File: src/rtl/osc_clkgen.sv
// CH-channel programmable clock-enable / divided-clock generator with optional
// reference-frequency monitor (build with OSC_CLKGEN_FREQMON_EN to include it).
module osc_clkgen #(
  parameter int CH      = 4,
  parameter int DW      = 16,
  parameter int DIV_RST = 49,
  parameter int MON_WIN = 1024,
  parameter int MW      = 16
) (
  input  logic          i_clk,
  input  logic          i_rst,
  input  logic          i_wr_en,
  input  logic [3:0]    i_wr_ch,
  input  logic [DW-1:0] i_wr_div,
  input  logic          i_wr_on,
  output logic [CH-1:0] o_tick,
  output logic [CH-1:0] o_div_clk,
  output logic [CH-1:0] o_pending,
  input  logic          i_mon_in,
  output logic [MW-1:0] o_mon_count,
  output logic          o_mon_valid
);

  logic [DW-1:0] r_cnt      [CH];
  logic [DW-1:0] r_cur_div  [CH];
  logic [DW-1:0] r_pend_div [CH];
  logic [CH-1:0] r_pending;
  logic [CH-1:0] r_on;
  logic [CH-1:0] r_tick;
  logic [CH-1:0] r_div_clk;
  logic [CH-1:0] w_sel;
  logic [CH-1:0] w_wrap;

  // Write decode and period-boundary detect; indices >= CH never match
  always_comb begin
    w_sel  = {CH{1'b0}};
    w_wrap = {CH{1'b0}};
    for (int c = 0; c < CH; c++) begin
      w_sel[c]  = i_wr_en && (i_wr_ch == 4'(c));
      w_wrap[c] = (r_cnt[c] == r_cur_div[c]);
    end
  end

  // Per-channel divider state
  always_ff @(posedge i_clk) begin
    if (i_rst) begin
      for (int c = 0; c < CH; c++) begin
        r_cnt[c]      <= {DW{1'b0}};
        r_cur_div[c]  <= DW'(DIV_RST);
        r_pend_div[c] <= DW'(DIV_RST);
      end
      r_pending <= {CH{1'b0}};
      r_on      <= {CH{1'b1}};
      r_tick    <= {CH{1'b0}};
      r_div_clk <= {CH{1'b0}};
    end else begin
      for (int c = 0; c < CH; c++) begin
        if (w_sel[c] && (!i_wr_on || !r_on[c])) begin
          // Stopped channels take the divisor at once and restart from a clean phase
          r_cur_div[c]  <= i_wr_div;
          r_pend_div[c] <= i_wr_div;
          r_pending[c]  <= 1'b0;
          r_on[c]       <= i_wr_on;
          r_cnt[c]      <= {DW{1'b0}};
          r_tick[c]     <= 1'b0;
          r_div_clk[c]  <= 1'b0;
        end else if (r_on[c]) begin
          if (w_wrap[c]) begin
            r_cnt[c]     <= {DW{1'b0}};
            r_tick[c]    <= 1'b1;
            r_div_clk[c] <= ~r_div_clk[c];
            if (r_pending[c]) begin
              r_cur_div[c] <= r_pend_div[c];
            end else begin
              r_cur_div[c] <= r_cur_div[c];
            end
          end else begin
            r_cnt[c]  <= r_cnt[c] + DW'(1);
            r_tick[c] <= 1'b0;
          end
          // A write landing on a wrap is queued behind the value that wrap consumed
          if (w_sel[c]) begin
            r_pend_div[c] <= i_wr_div;
            r_pending[c]  <= 1'b1;
          end else if (w_wrap[c]) begin
            r_pending[c] <= 1'b0;
          end else begin
            r_pending[c] <= r_pending[c];
          end
        end else begin
          r_cnt[c]     <= {DW{1'b0}};
          r_tick[c]    <= 1'b0;
          r_div_clk[c] <= 1'b0;
        end
      end
    end
  end

  assign o_tick    = r_tick;
  assign o_div_clk = r_div_clk;
  assign o_pending = r_pending;

`ifdef OSC_CLKGEN_FREQMON_EN
  localparam int WW = (MON_WIN > 1) ? $clog2(MON_WIN) : 1;

  logic [2:0]    r_sync;
  logic [WW-1:0] r_win;
  logic [MW-1:0] r_edges;
  logic [MW-1:0] r_mon_count;
  logic          r_mon_valid;
  logic          w_rise;
  logic [MW-1:0] w_edges_nxt;

  assign w_rise      = r_sync[1] && !r_sync[2];
  assign w_edges_nxt = (w_rise && (r_edges != {MW{1'b1}})) ? r_edges + MW'(1) : r_edges;

  // Synchroniser, window counter and saturating edge counter
  always_ff @(posedge i_clk) begin
    if (i_rst) begin
      r_sync      <= 3'b000;
      r_win       <= {WW{1'b0}};
      r_edges     <= {MW{1'b0}};
      r_mon_count <= {MW{1'b0}};
      r_mon_valid <= 1'b0;
    end else begin
      r_sync <= {r_sync[1:0], i_mon_in};
      if (r_win == WW'(MON_WIN - 1)) begin
        r_win       <= {WW{1'b0}};
        r_edges     <= {MW{1'b0}};
        r_mon_count <= w_edges_nxt;
        r_mon_valid <= 1'b1;
      end else begin
        r_win       <= r_win + WW'(1);
        r_edges     <= w_edges_nxt;
        r_mon_valid <= 1'b0;
      end
    end
  end

  assign o_mon_count = r_mon_count;
  assign o_mon_valid = r_mon_valid;
`else
  logic w_unused_mon_in;

  assign w_unused_mon_in = i_mon_in;
  assign o_mon_count     = {MW{1'b0}};
  assign o_mon_valid     = 1'b0;
`endif

endmodule

File: config.mk
export PLATFORM = sky130hd
export DESIGN_NAME = osc_clkgen
export DESIGN_NICKNAME = d
export VERILOG_FILES = /design/src/rtl/osc_clkgen.sv
export SDC_FILE = /design/constraint.sdc
export NUM_CORES = 1
export LEC_CHECK = 0
export CAP_MARGIN = 40
export CORE_AREA = 2 2 132 167
export DETAILED_ROUTE_END_ITERATION = 10
export DIE_AREA = 0 0 134 169
export PLACE_DENSITY = 0.74
export SKIP_LAST_GASP = 1
export SLEW_MARGIN = 0
export SYNTH_ARGS = -nofsm -noshare
export SYNTH_HDL_FRONTEND = slang
export SYNTH_SLANG_ARGS = --single-unit
File: constraint.sdc
create_clock -name i_clk -period 7.1 [get_ports i_clk]
set_clock_uncertainty 0.1 [all_clocks]
set_input_delay 1.42 -clock i_clk [delete_from_list [all_inputs] [get_ports i_clk]]
set_output_delay 1.42 -clock i_clk [all_outputs]
set_load 0.02 [all_outputs]
* Word level (Yosys, flattened, before mapping) *
Memory sizes are Yosys's and may differ from the RTL's.
Index checks and enable logic that the tools add are counted.

cells by class
  reduce and logical (&&, ||, !) cells = 34
  equality and inequality tests = 7
  bitwise gates (word level) = 44
  multiply operators = 0
  add/subtract/negate cells = 4
  div/mod/pow operators = 0
  $lt $le $gt $ge = 0
  multiplexer cells = 182
  shift-type cells = 0

operator list
  cell                                                             count
  16-bit two-way mux                                               36
  1-bit two-way mux                                                146
  16-bit by 1-bit adder with 16-bit output, second input constant  4
  16-bit == test                                                   4
  1-bit OR                                                         36
  3-bit OR reduction                                               4
  4-bit by 2-bit == test with 1-bit output, second input constant  2
  1-bit logical AND                                                8
  1-bit inverter                                                   8
  2-bit AND reduction                                              4
  2-bit nonzero test                                               4
  2-bit OR reduction                                               4
  1-bit zero test                                                  5
  4-bit by 1-bit == test with 1-bit output, second input constant  1
  4-bit zero test                                                  1
  1-bit logical OR                                                 4

word-level totals
  bits of input ports = 25
  memory bits (writable) = 192
  register bits = 16
  bits in latches = 0
  output and inout port bits = 29
  memories = 3
  logic and storage cells = 287
  ROM bits = 0

memory list
  memory      depth  width  rd ports  clocked after Yosys merged registers in  wr ports  line  source
  r_cnt       4      16     4         0                                        4         24    logic [DW-1:0] r_cnt [CH];
  r_cur_div   4      16     4         0                                        4         25    logic [DW-1:0] r_cur_div [CH];
  r_pend_div  4      16     4         0                                        4         26    logic [DW-1:0] r_pend_div [CH];

* Logic depth before layout (Yosys ltp) *
Gate-level depths: netlist of the first run.

  depth in word-level cells = 10
  gate-level depth with buffers = 8
  depth with buffers taken out = 6

* Worst setup path after synthesis of the first run *
Ideal clock, no wire load.

  path kind = in2reg
  start = input port i_wr_ch[0]
  end = memory r_cur_div[2][0], enable pin
  arrival time = 3,619 ps
  library setup time = 411 ps
  path slack = 2,970 ps
  path buffers = 2
  cell stages on the path = 6
  required time = 6,589 ps
  cell sequence = clkbuf_1 > nor2_1 > a311oi_1 > nand2_1 > clkbuf_1 > o21ai_0

RTL lines
  item             line  source
  start, declared  13    input logic [3:0] i_wr_ch,
  end, declared    25

==> impl_summary.md, run 1 <==
STA
The final-report max-slew violation count is 0. At the pin with the least slew margin, the transition time is 0.953 ns. The setup-violating endpoint count in the final report is 0. The final sum of negative setup slack is 0 ns.

The achievable clock frequency is 252 MHz. The final worst-path cycle share is 55.9%. Counting I/O delays and the setup requirement, the final critical path takes 3.97 ns. The worst pin sits at a relative slew slack of 36.3%.

Setup repair after global routing left no endpoint under its margin. The final-report hold violation count is 0.

Flow run
Across the run, the number of max-cap violations was 0.

GRT
The via count of the first global-routing pass is 6,597. The total grt overflow is 0. The number of antenna violations at the first check in global routing is 0. The total routing usage reported by global routing is 18.7%. The largest net degree at the start of global routing is 67. The wire length of the first global-routing pass is 33.8 mm.

Place
The count of buffers from port buffering is 35. The final RePlAce weighted congestion is 0.778. Counting tap cells, the placed design contains a total of 1,202 instances. The sum of net half-perimeters after detailed placement is 14.0 mm.

Routing
For this run, design rule violations remaining after detail routing come to 0. The first detailed-routing pass ran for 5 iterations. The overall via count from detail_route is 6,849. In the final routed layout, each cell accounts on average for 17.0 um. The mean number of vias per cell is 5.52. For this block, the routed nets add up to 21.1 mm of wire. The violation count after the first detailed-routing iteration is 504.

The count of nets left with antenna violations after detail routing is 0.

Clock network
The number of clock buffers inserted by TritonCTS is 21. The number of buffers inserted for hold repair after clock tree synthesis is 0. Clock tree synthesis selected as its root buffer the cell clkbuf_16. The tree built by TritonCTS fans out to 208 sinks.

The post-cts gate resize count is 0. Clock-pin slew was measured on the worst setup and hold paths at 0.06 ns. TritonCTS built the clock tree. At the later pin of the worst-skew pair, clock insertion delay measures 0.50 ns. Counting along the longest clock path gives a buffer depth of 3. The H-tree depth is 1. The number of setup buffers added after CTS is 0.

Layout
The finished layout holds 1,241 standard cells, fillers aside. The ratio of cells with drive above 1 in the final layout is 6.76%. The most frequent standard cell in the layout excluding fill and tap cells is edfxtp_1.

The signed area change from the synthesized netlist to the final layout is 12.1%. The antenna cell count is 0. The area taken by multi-input logic gates is 4060 um2.

Summing all flip-flop and latch instances after layout gives 6090 um2. The total number of nets in the final design is 976. The number of fillers in the final layout is 1,763.

In the layout the commonest cells are edfxtp_1 (192), xor2_1 (94), nor2_1 (86).

Power
Dividing total power by cell area gives a power density of 231 nW/um2. The total leakage power is 0.00427 uW. The peak supply drop is 0.150 mV.

Run status
The run finished with clean final reports.

Synth
The flip-flop and latch count after synthesis is 208. In this run, distinct cell masters in the synthesized netlist total 55. The post-synthesis instance total is 869. Sequential elements use 58.6% of the synthesized area. The mapped netlist covers 10,400 um2. The number of warnings reported in the yosys synthesis log is 0. The average cell area after synthesis is 12.0 um2.

Floorplan
The floorplan row count is 60. The boundary pin count is 54. The height of the chip is 169 um.

For this configuration, the core starts out at a cell density of 49.2%. In this run the standard cell core region covers 21,100 um2. The total die area is 22,600 um2. The width of the chip is 134 um.

Min path
The worst min-delay path category is reg -> reg.

Critical path
The required time reported for the critical path endpoint is 7.20 ns. The endpoint kind of the worst setup timing path is a flip-flop. Data arrives at the worst endpoint at 4.07 ns. The largest fanout on the critical path is 21. The worst setup path is launched from a primary input.

The critical path is of the in -> reg type.
[worst paths after layout]
kind | start | endpoint | slack [ns] | cells after the start
max | i_wr_on | r_cur_div[0][0] | 3.13 | 7
min | o_div_clk[3] | o_div_clk[3] | 0.41 | 2
max reg2reg | r_cnt[2][10] | r_cnt[2][2] | 3.93 | 5
min reg2reg | o_div_clk[3] | o_div_clk[3] | 0.41 | 2
[report_power, final]
part,total (uW),internal (uW),switching (uW)
clock network,1060,616,448
logic,176,60.8,115
registers,1450,1400,49.1
[layer usage]
layer | track usage, % | part of all wire [%] | up-vias
met5 | 0 | 0 | -
met4 | 5.50 | 2.0 | 0
met3 | 2.43 | 5.8 | 28
met2 | 32.1 | 50 | 226
met1 | 24.9 | 42 | 3311
li1 | - | - | 3284
[kinds of logic (layout without fill, tap and decap cells)]
family,count (synthesis),after routing,synth area share (%)
simple gates,326,326,17.2
flops,208,208,58.6
xor+xnor,124,124,10.5
compound gates,119,119,7.89
buf+inv,86,100,5.29
fa+ha+maj,4,4,0.482
other cells,2,81,0.0723
[cell type report]
type,count,area share (%)
Clock buffer,30,5.06
Sequential cell,208,52.3
Inverter,17,0.548
Multi-Input combinational cell,654,34.9
Clock inverter,8,0.612
Timing Repair Buffer,45,3.65
Tap cell,279,3.00
[cells in the mapped netlist (all sizes together)]
library cell    n  share of area (%)
xnor2          30                2.5
nor3            8               0.54
and4            8               0.71
or3             1              0.060
or2             2               0.12
a311o           1               0.11
clkbuf         26                1.3
o21ai          38                1.8
nand4          54                3.4
o211ai          5               0.41
inv            17               0.61
dlygate4sd1     1              0.084
a211oi         26                1.9
nor3b           2               0.19
buf            42                3.2
nor2           86                3.1
a311oi          1              0.084
ha              4               0.48
a22oi           2               0.19
and2            6               0.37
dfxtp          16                3.1
nand2          43                1.6
a22o           29                2.5
a21oi          14               0.67
a211o           2               0.18
nor4b           1               0.23
nand2b          3               0.18
xor2           94                7.9
edfxtp        192                 55
nand3          26                1.3
o31ai           1              0.072
conb            2              0.072
nor2b           2               0.12
nor4           22                1.7
and3           62                3.7
[worst max-delay path, stage by stage]
cell	delay, ns
clkdlybuf4s50_1	0.76
nor2_1	0.16
a21oi_1	0.28
buf_4	0.29
nand2_1	0.30
o21ai_1	0.55
buf_4	0.29
[metrics by stage]
stage	hold slack [ns]	instance area [um2]	util (%)	setup slack [ns]	power, uW
finish	0.415	11600	55.2	3.13	2690
CTS	0.426	11600	55.2	3.19	2710
detailed placement	0.408	11000	52.0	2.66	1650
global route	0.445	11600	55.2	3.01	2780
floorplan	0.403	10700	-	2.97	1600
global placement	0.397	11000	52.0	2.36	1640
[flip-flops by register name, summed over array words and instances (netlist names)]
name / cells
r_cnt: 64
r_cur_div: 64
r_pend_div: 64
o_div_clk: 4
o_pending: 4
o_tick: 4
r_on: 4
Note: power is estimated with default switching activity, not from simulation.
==> inputs of run 2 (changes only) <==
PLACE_DENSITY = 0.76   (was 0.74)
clock period = 3.5 ns   (was 7.1 ns; I/O delays follow)
==> impl_summary.md, run 2 (synthesis results as in run 1) <==
Run status
The run finished with clean final reports.

STA
The tightest slew margin relative to the limit is 37.2%. The least setup slack across all paths after layout is 0.738 ns. Final hold analysis gives a worst-case slack of 0.432 ns.

The final sum of negative setup slack is 0 ns. The final-report max-slew violation count came to 0. Setup repair after global routing left no endpoint under its margin.

Setup violations remaining at the end of the flow were counted as 0. At the pin with the least slew margin, the transition time is 0.942 ns. The final-report hold violation count was 0. The time the worst path needs with I/O delays and setup is 2.76 ns.

The final worst-path cycle share is 78.9%. The achievable clock frequency is 362 MHz.

Layout
The filler cells instantiated in the layout total 1,738. The library cell used most frequently in the layout, excluding fill and tap cells, is edfxtp_1. The antenna cell count is 0. In the layout the commonest cells are edfxtp_1 (192), xor2_1 (94), nor2_1 (86). The sequential cell area in the final layout is 6090 um2. The area taken by multi-input logic gates is 4060 um2. The signed area change from the synthesized netlist to the final layout is 13.0%. The net count of the finished layout is 988.

Cells with a size suffix above 1 make up 7.81% of the layout. The largest registers in the layout are r_cnt x64, r_cur_div x64, r_pend_div x64.

Critical path
The worst setup path is captured at a flip-flop. The largest fanout on the critical path is 16. Traced cell by cell, the critical path runs through xor2_1 > nor4_1 > nand4_2 > nor3_4 > a211o_1. The family with the most delay on the worst path is simple AND/OR/NAND/NOR gates. Data on the critical path is required at its endpoint by 3.52 ns. The worst register-to-register path ends at r_cur_div[1][5]. The nature of the critical path startpoint is a flip-flop. The beginning of the worst register-to-register path is r_cnt[1][10]. The number of buffers and inverters on the critical path is 0.

The worst reg2reg path depth is 5. The worst reg-to-reg setup slack is 0.74 ns. STA puts the critical path data arrival time at 2.78 ns. The largest single stage delay on the critical path is 0.54 ns. On the critical path, the stage with the largest delay is an instance of a211o_1. The type of the setup path with the least slack is reg -> reg.

Power
For this design the static power due to leakage is 0.00433 uW. The worst-case IR drop observed on VDD is 0.394 mV. The total power draw is 5470 uW. The power density of the placed cells is 466 nW/um2.

Routing
For this block, the routed nets add up to 20.6 mm of wire. The first-pass detailed-route iteration total is 6. For this run, design rule violations remaining after detail routing come to 0. For this block, the initial DRC count from the detailed router was 488. The mean number of vias per cell is 5.42. The average routed wire per standard cell is 16.5 um.

In this run the remaining antenna-violating nets after routing total 0. The overall via count from detail_route is 6,785.

Place
Input and output buffers added on the ports amount to 35. Detailed placement ended at an HPWL of 14.2 mm. At the end of routability-driven placement, the weighted congestion stood at 0.779. The pre-CTS setup slack is 0.319 ns.

Floorplan
The height of the chip is 169 um. The floorplan row count is 60. The boundary pin count is 54.

The core box area is 21,100 um2. The initial standard-cell utilization of the core is 49.2%. The total die area is 22,600 um2.

The width of the chip is 134 um.

Clock network
The number of clock buffers inserted by TritonCTS is 20. Clock-pin slew was measured on the worst setup and hold paths at 0.06 ns. The clock tree root buffer cell is clkbuf_16. The number of sinks on the clock net is 208. In this run the deepest clock path goes through 3 buffers. The CTS tree is yes.

Gates resized during post-CTS repair numbered 0. The number of buffers inserted for hold repair after clock tree synthesis is 0. The buffer count from post-CTS setup fixing is 0. Clock latency on the worst-skew pair, taken at its later pin, is 0.49 ns.

The H-tree depth is 1.

GRT
In the global route stage, overall resource usage came out at 18.5%. Entering global routing, the biggest net connects 36 pins. The wire length of the first global-routing pass is 33.4 mm. The via count of the first global-routing pass was 6,713. The total grt overflow is 0. The number of antenna violations at the first check in global routing was 0.

Min path
The worst hold path begins at o_pending[1]. The capture endpoint of the worst hold path is o_pending[1]. The path class of the tightest hold or removal check is reg -> reg. Counting instances, the worst hold path has a depth of 2.

Flow run
Across the run, the number of max-cap violations was 0.
run 2: cell count changes in the layout (fill, tap and decap cells not counted):
cell	delta
buf_4	+13
bufinv_16	+1
clkbuf_8	-1
clkinv_4	-1
inv_6	-1
run 2: metrics by stage:
stage	cell area, um2	utilization (%)	instances
floorplan	10700	-	948
global placement	11100	52.5	1216
detailed placement	11100	52.5	1216
CTS	11700	55.7	1252
global route	11700	55.7	1252
finish	11700	55.7	1252
run 2: final cells by class:
| type | instances | share of cell area, % |
|---|---|---|
| Multi-Input combinational cell | 654 | 34.6 |
| Inverter | 17 | 0.543 |
| Clock inverter | 7 | 0.714 |
| Sequential cell | 208 | 51.8 |
| Tap cell | 279 | 2.97 |
| Clock buffer | 29 | 4.90 |
| Timing Repair Buffer | 58 | 4.45 |
run 2: where the power goes:
group,internal [uW],total (uW),switching [uW]
clock network,1290,2160,873
logic,130,363,233
registers,2850,2950,99.7
run 2: worst min-delay path, stage by stage, from the launching register on:
cell and delay [ns]:
dfxtp_1 0.33, o21ai_0 0.07, o21ai_0 0.08
run 2: how the worst max path moves through the flow:
stage | startpoint | endpoint | slack, ns | cells past startpoint
global route | r_cnt[1][10] | r_cur_div[1][11] | 0.50 | 5
CTS | r_cnt[1][10] | r_cur_div[1][13] | 0.72 | 5
finish | r_cnt[1][10] | r_cur_div[1][5] | 0.74 | 5
floorplan | i_wr_ch[0] | r_cur_div[2][0] | 0.09 | 6
detailed placement | i_wr_ch[3] | r_cur_div[3][5] | 0.32 | 5
global placement | i_wr_ch[3] | r_cur_div[3][5] | 0.38 | 5
run 2: layer usage:
| metal | share of wire, % | global-route usage, % |
|---|---|---|
| met4 | 2.3 | 6.24 |
| met3 | 5.1 | 2.22 |
| met2 | 52 | 33.2 |
| met5 | 0 | 0 |
| met1 | 41 | 23.1 |
==> inputs of run 3 (changes only) <==
clock period = 2.4 ns   (was 3.5 ns; I/O delays follow)
==> impl_summary.md, run 3 (synthesis results as in run 1) <==
Run status
The run finished with clean final reports.

STA
The final-report max-slew violation count was 0. The time the worst path needs with I/O delays and setup is 2.30 ns. The final sum of negative setup slack is 0 ns. The setup-violating endpoint count in the final report is 0.

Of the available clock period, the critical path in the final layout requires 95.7%. The slew at the pin closest to its max-slew limit is 0.577 ns. The achievable clock frequency is 435 MHz. The tightest hold path in the finished design has a slack of 0.412 ns. The worst pin sits at a relative slew slack of 61.4%. The final-report hold violation count was 0.

Critical path
At the worst endpoint, the required time is 2.59 ns. The signal on the critical path passes through xor2_1 > nor4_2 > and4_1 > buf_12 > a22oi_2 > buf_12 > a211oi_1. For this run, the slowest stage of the critical path takes 0.48 ns. STA puts the critical path data arrival time at 2.49 ns. Of all nets on the critical path, the largest fanout is 19. The startpoint identified for the worst register-to-register timing path is r_cnt[2][11].

The endpoint kind of the worst setup timing path is a flip-flop. The nature of the critical path startpoint is a flip-flop. The most numerous cell type found on the critical path is buf_12. The start point of the critical path is r_cnt[2][11]. The cell at the slowest stage of the critical path is edfxtp_1.

The worst setup path is of the reg -> reg kind.

Clock network
The tree is rooted in a clkbuf_16. The H-tree depth is 1. After clock tree synthesis, the clock-pin slew on the worst setup and hold paths is 0.06 ns.

The maximum buffer depth of the clock tree is 3. The number of clock buffers inserted by TritonCTS is 21. The number of hold buffers added after CTS was 0.

The clock drives 208 sinks. TritonCTS built the clock tree. The later pin in the worst-skew pair is clocked with a latency of 0.50 ns.

GRT
For this run the aggregate overflow at the end of global routing stands at 0. The total routing usage reported by global routing is 19.5%. Entering global routing, the biggest net connects 53 pins. The first global-routing pass estimated 35.0 mm of wire. The via count of the first global-routing pass is 6,981.

The number of antenna violations at the first check in global routing is 0.

Layout
Counting the fill cells in the layout gives 1,631. The library cell used most frequently in the layout, excluding fill and tap cells, is edfxtp_1. Cells with a size suffix above 1 make up 13.1% of the layout. Leaving out fill and tap cells, the most frequent cells in the layout are edfxtp_1 (192), xor2_1 (94), nor2_1 (86).

The antenna cell count is 0. The largest registers in the layout are r_cnt x64, r_cur_div x64, r_pend_div x64. The signed area change from the synthesized netlist to the final layout is 19.8%. The count of cells in the finished layout, fillers not included, comes to 1,303. In the final design database the tool counted 1,038 nets. The finished cells cover 12,400 um2.

Floorplan
The total die area is 22,600 um2. The core box area is 21,100 um2. Row generation in the floorplan step produced 60 rows.

The die is 134 um wide. The initial standard-cell utilization of the core is 49.2%. The height of the chip is 169 um. For this design the top-level I/O count stands at 54.

Routing
In the routed design, unresolved DRC markers number 0. The first detailed-routing pass took 5 iterations. The mean number of vias per cell is 5.41. The average routed wire per standard cell is 16.6 um. The routed design has 21.6 mm of wire.

The detailed router placed 7,054 vias in this run. The violation count after the first detailed-routing iteration is 627. The count of nets left with antenna violations once routing finished came out at 0.

Place
After legalization and detailed placement, the total HPWL measured 14.8 mm. Counting tap cells, the placed design contains a total of 1,262 instances. Routability-driven placement finished with a final weighted congestion of 0.797. The count of buffers from port buffering is 35.

The placed instances occupy a cell area of 11,600 um2.

Power
The design draws 8300 uW. The total leakage power is 0.00469 uW. The share of total power dissipated in the clock network is 40.6%. Net switching is 22.4% of the power. Combinational cells account for 7.9% of the total power.

The sequential group share of total power is 51.6%. VDD sags by at most 0.557 mV. The power dissipated by switching net loads is 1860 uW. The internal portion of total power is 6440 uW. The power density of the placed cells is 667 nW/um2.

Min path
In this run the worst hold path is classified as reg -> reg. The beginning of the worst hold path is o_div_clk[3].

Flow run
Across the run, the number of max-cap violations was 0.
==> run 3: changes by cell type in the layout (fill, tap and decap cells not counted), moves of 2 or more <==
| cell | previous run | this run |
|---|---|---|
| buf_4 | 23 | 56 |
| buf_12 | 0 | 15 |
| nor4_1 | 16 | 10 |
| nor4_2 | 6 | 9 |
| nor4_4 | 0 | 3 |
| clkinv_2 | 4 | 2 |
| o21ai_1 | 2 | 0 |
==> run 3: worst max-delay path, delay by kind of cell, from the launching register on <==
kind	cells	cell delay, ns
AOI/OAI and AO/OA	2	0.34
xor gates and xnor gates	1	0.21
buffers and inverters	2	0.33
DFF	1	0.48
and+or+nand+nor	2	0.63
==> run 3: power by group through the flow <==
stage / Combinational [uW] / Clock, uW / Sequential (uW)
floorplan: 397 / 0 / 4320
global placement: 601 / 0 / 4350
detailed placement: 620 / 0 / 4360
CTS: 630 / 3430 / 4280
global route: 721 / 3570 / 4300
finish: 654 / 3370 / 4280
==> run 3: path summary, 6_finish.rpt <==
path	endpoint	slack (ns)	cells after the start
worst max-delay path	r_cur_div[2][14]	0.10	7
worst max register to register	r_cur_div[2][14]	0.10	7
worst min-delay path	o_div_clk[3]	0.41	2
worst min register to register	o_div_clk[3]	0.41	2
==> run 3: final cells by class <==
| type | instances | area [um2] | share of cell area [%] |
|---|---|---|---|
| clock buffers | 30 | 589 | 4.73 |
| repair buffers | 106 | 1070 | 8.60 |
| well taps | 279 | 349 | 2.80 |
| inverters | 17 | 63.8 | 0.513 |
| multi-input cells | 655 | 4170 | 33.5 |
| flip-flops and latches | 208 | 6090 | 48.9 |
| clock inverters | 8 | 116 | 0.935 |
==> run 3: timing repair <==
action                                 CTS  global route
cloned                                   0             1
resized for setup                        1            10
pin swaps                                1             4
setup endpoints to repair               20            60
buffers inserted                         1             1
endpoints found under the hold margin    0             0
==> run 3: stage by stage <==
| step | setup WS [ns] | utilization, % |
|---|---|---|
| 2_1_floorplan | 0.0395 | - |
| 3_3_place_gp | -0.175 | 55.1 |
| 3_5_place_dp | -0.233 | 55.1 |
| 4_1_cts | 0.0434 | 58.5 |
| 5_1_grt | -0.00259 | 59.0 |
| 6_report | 0.103 | 59.0 |
==> run 3: layer usage <==
layer	part of all wire (%)	GRT usage, %	routed length (um)	up-vias
met1	41	24.8	8810	3367
li1	-	-	-	3421
met5	0	0	0	-
met2	51	34.3	11000	224
met4	2.3	6.38	495	0
met3	6.0	2.64	1310	42
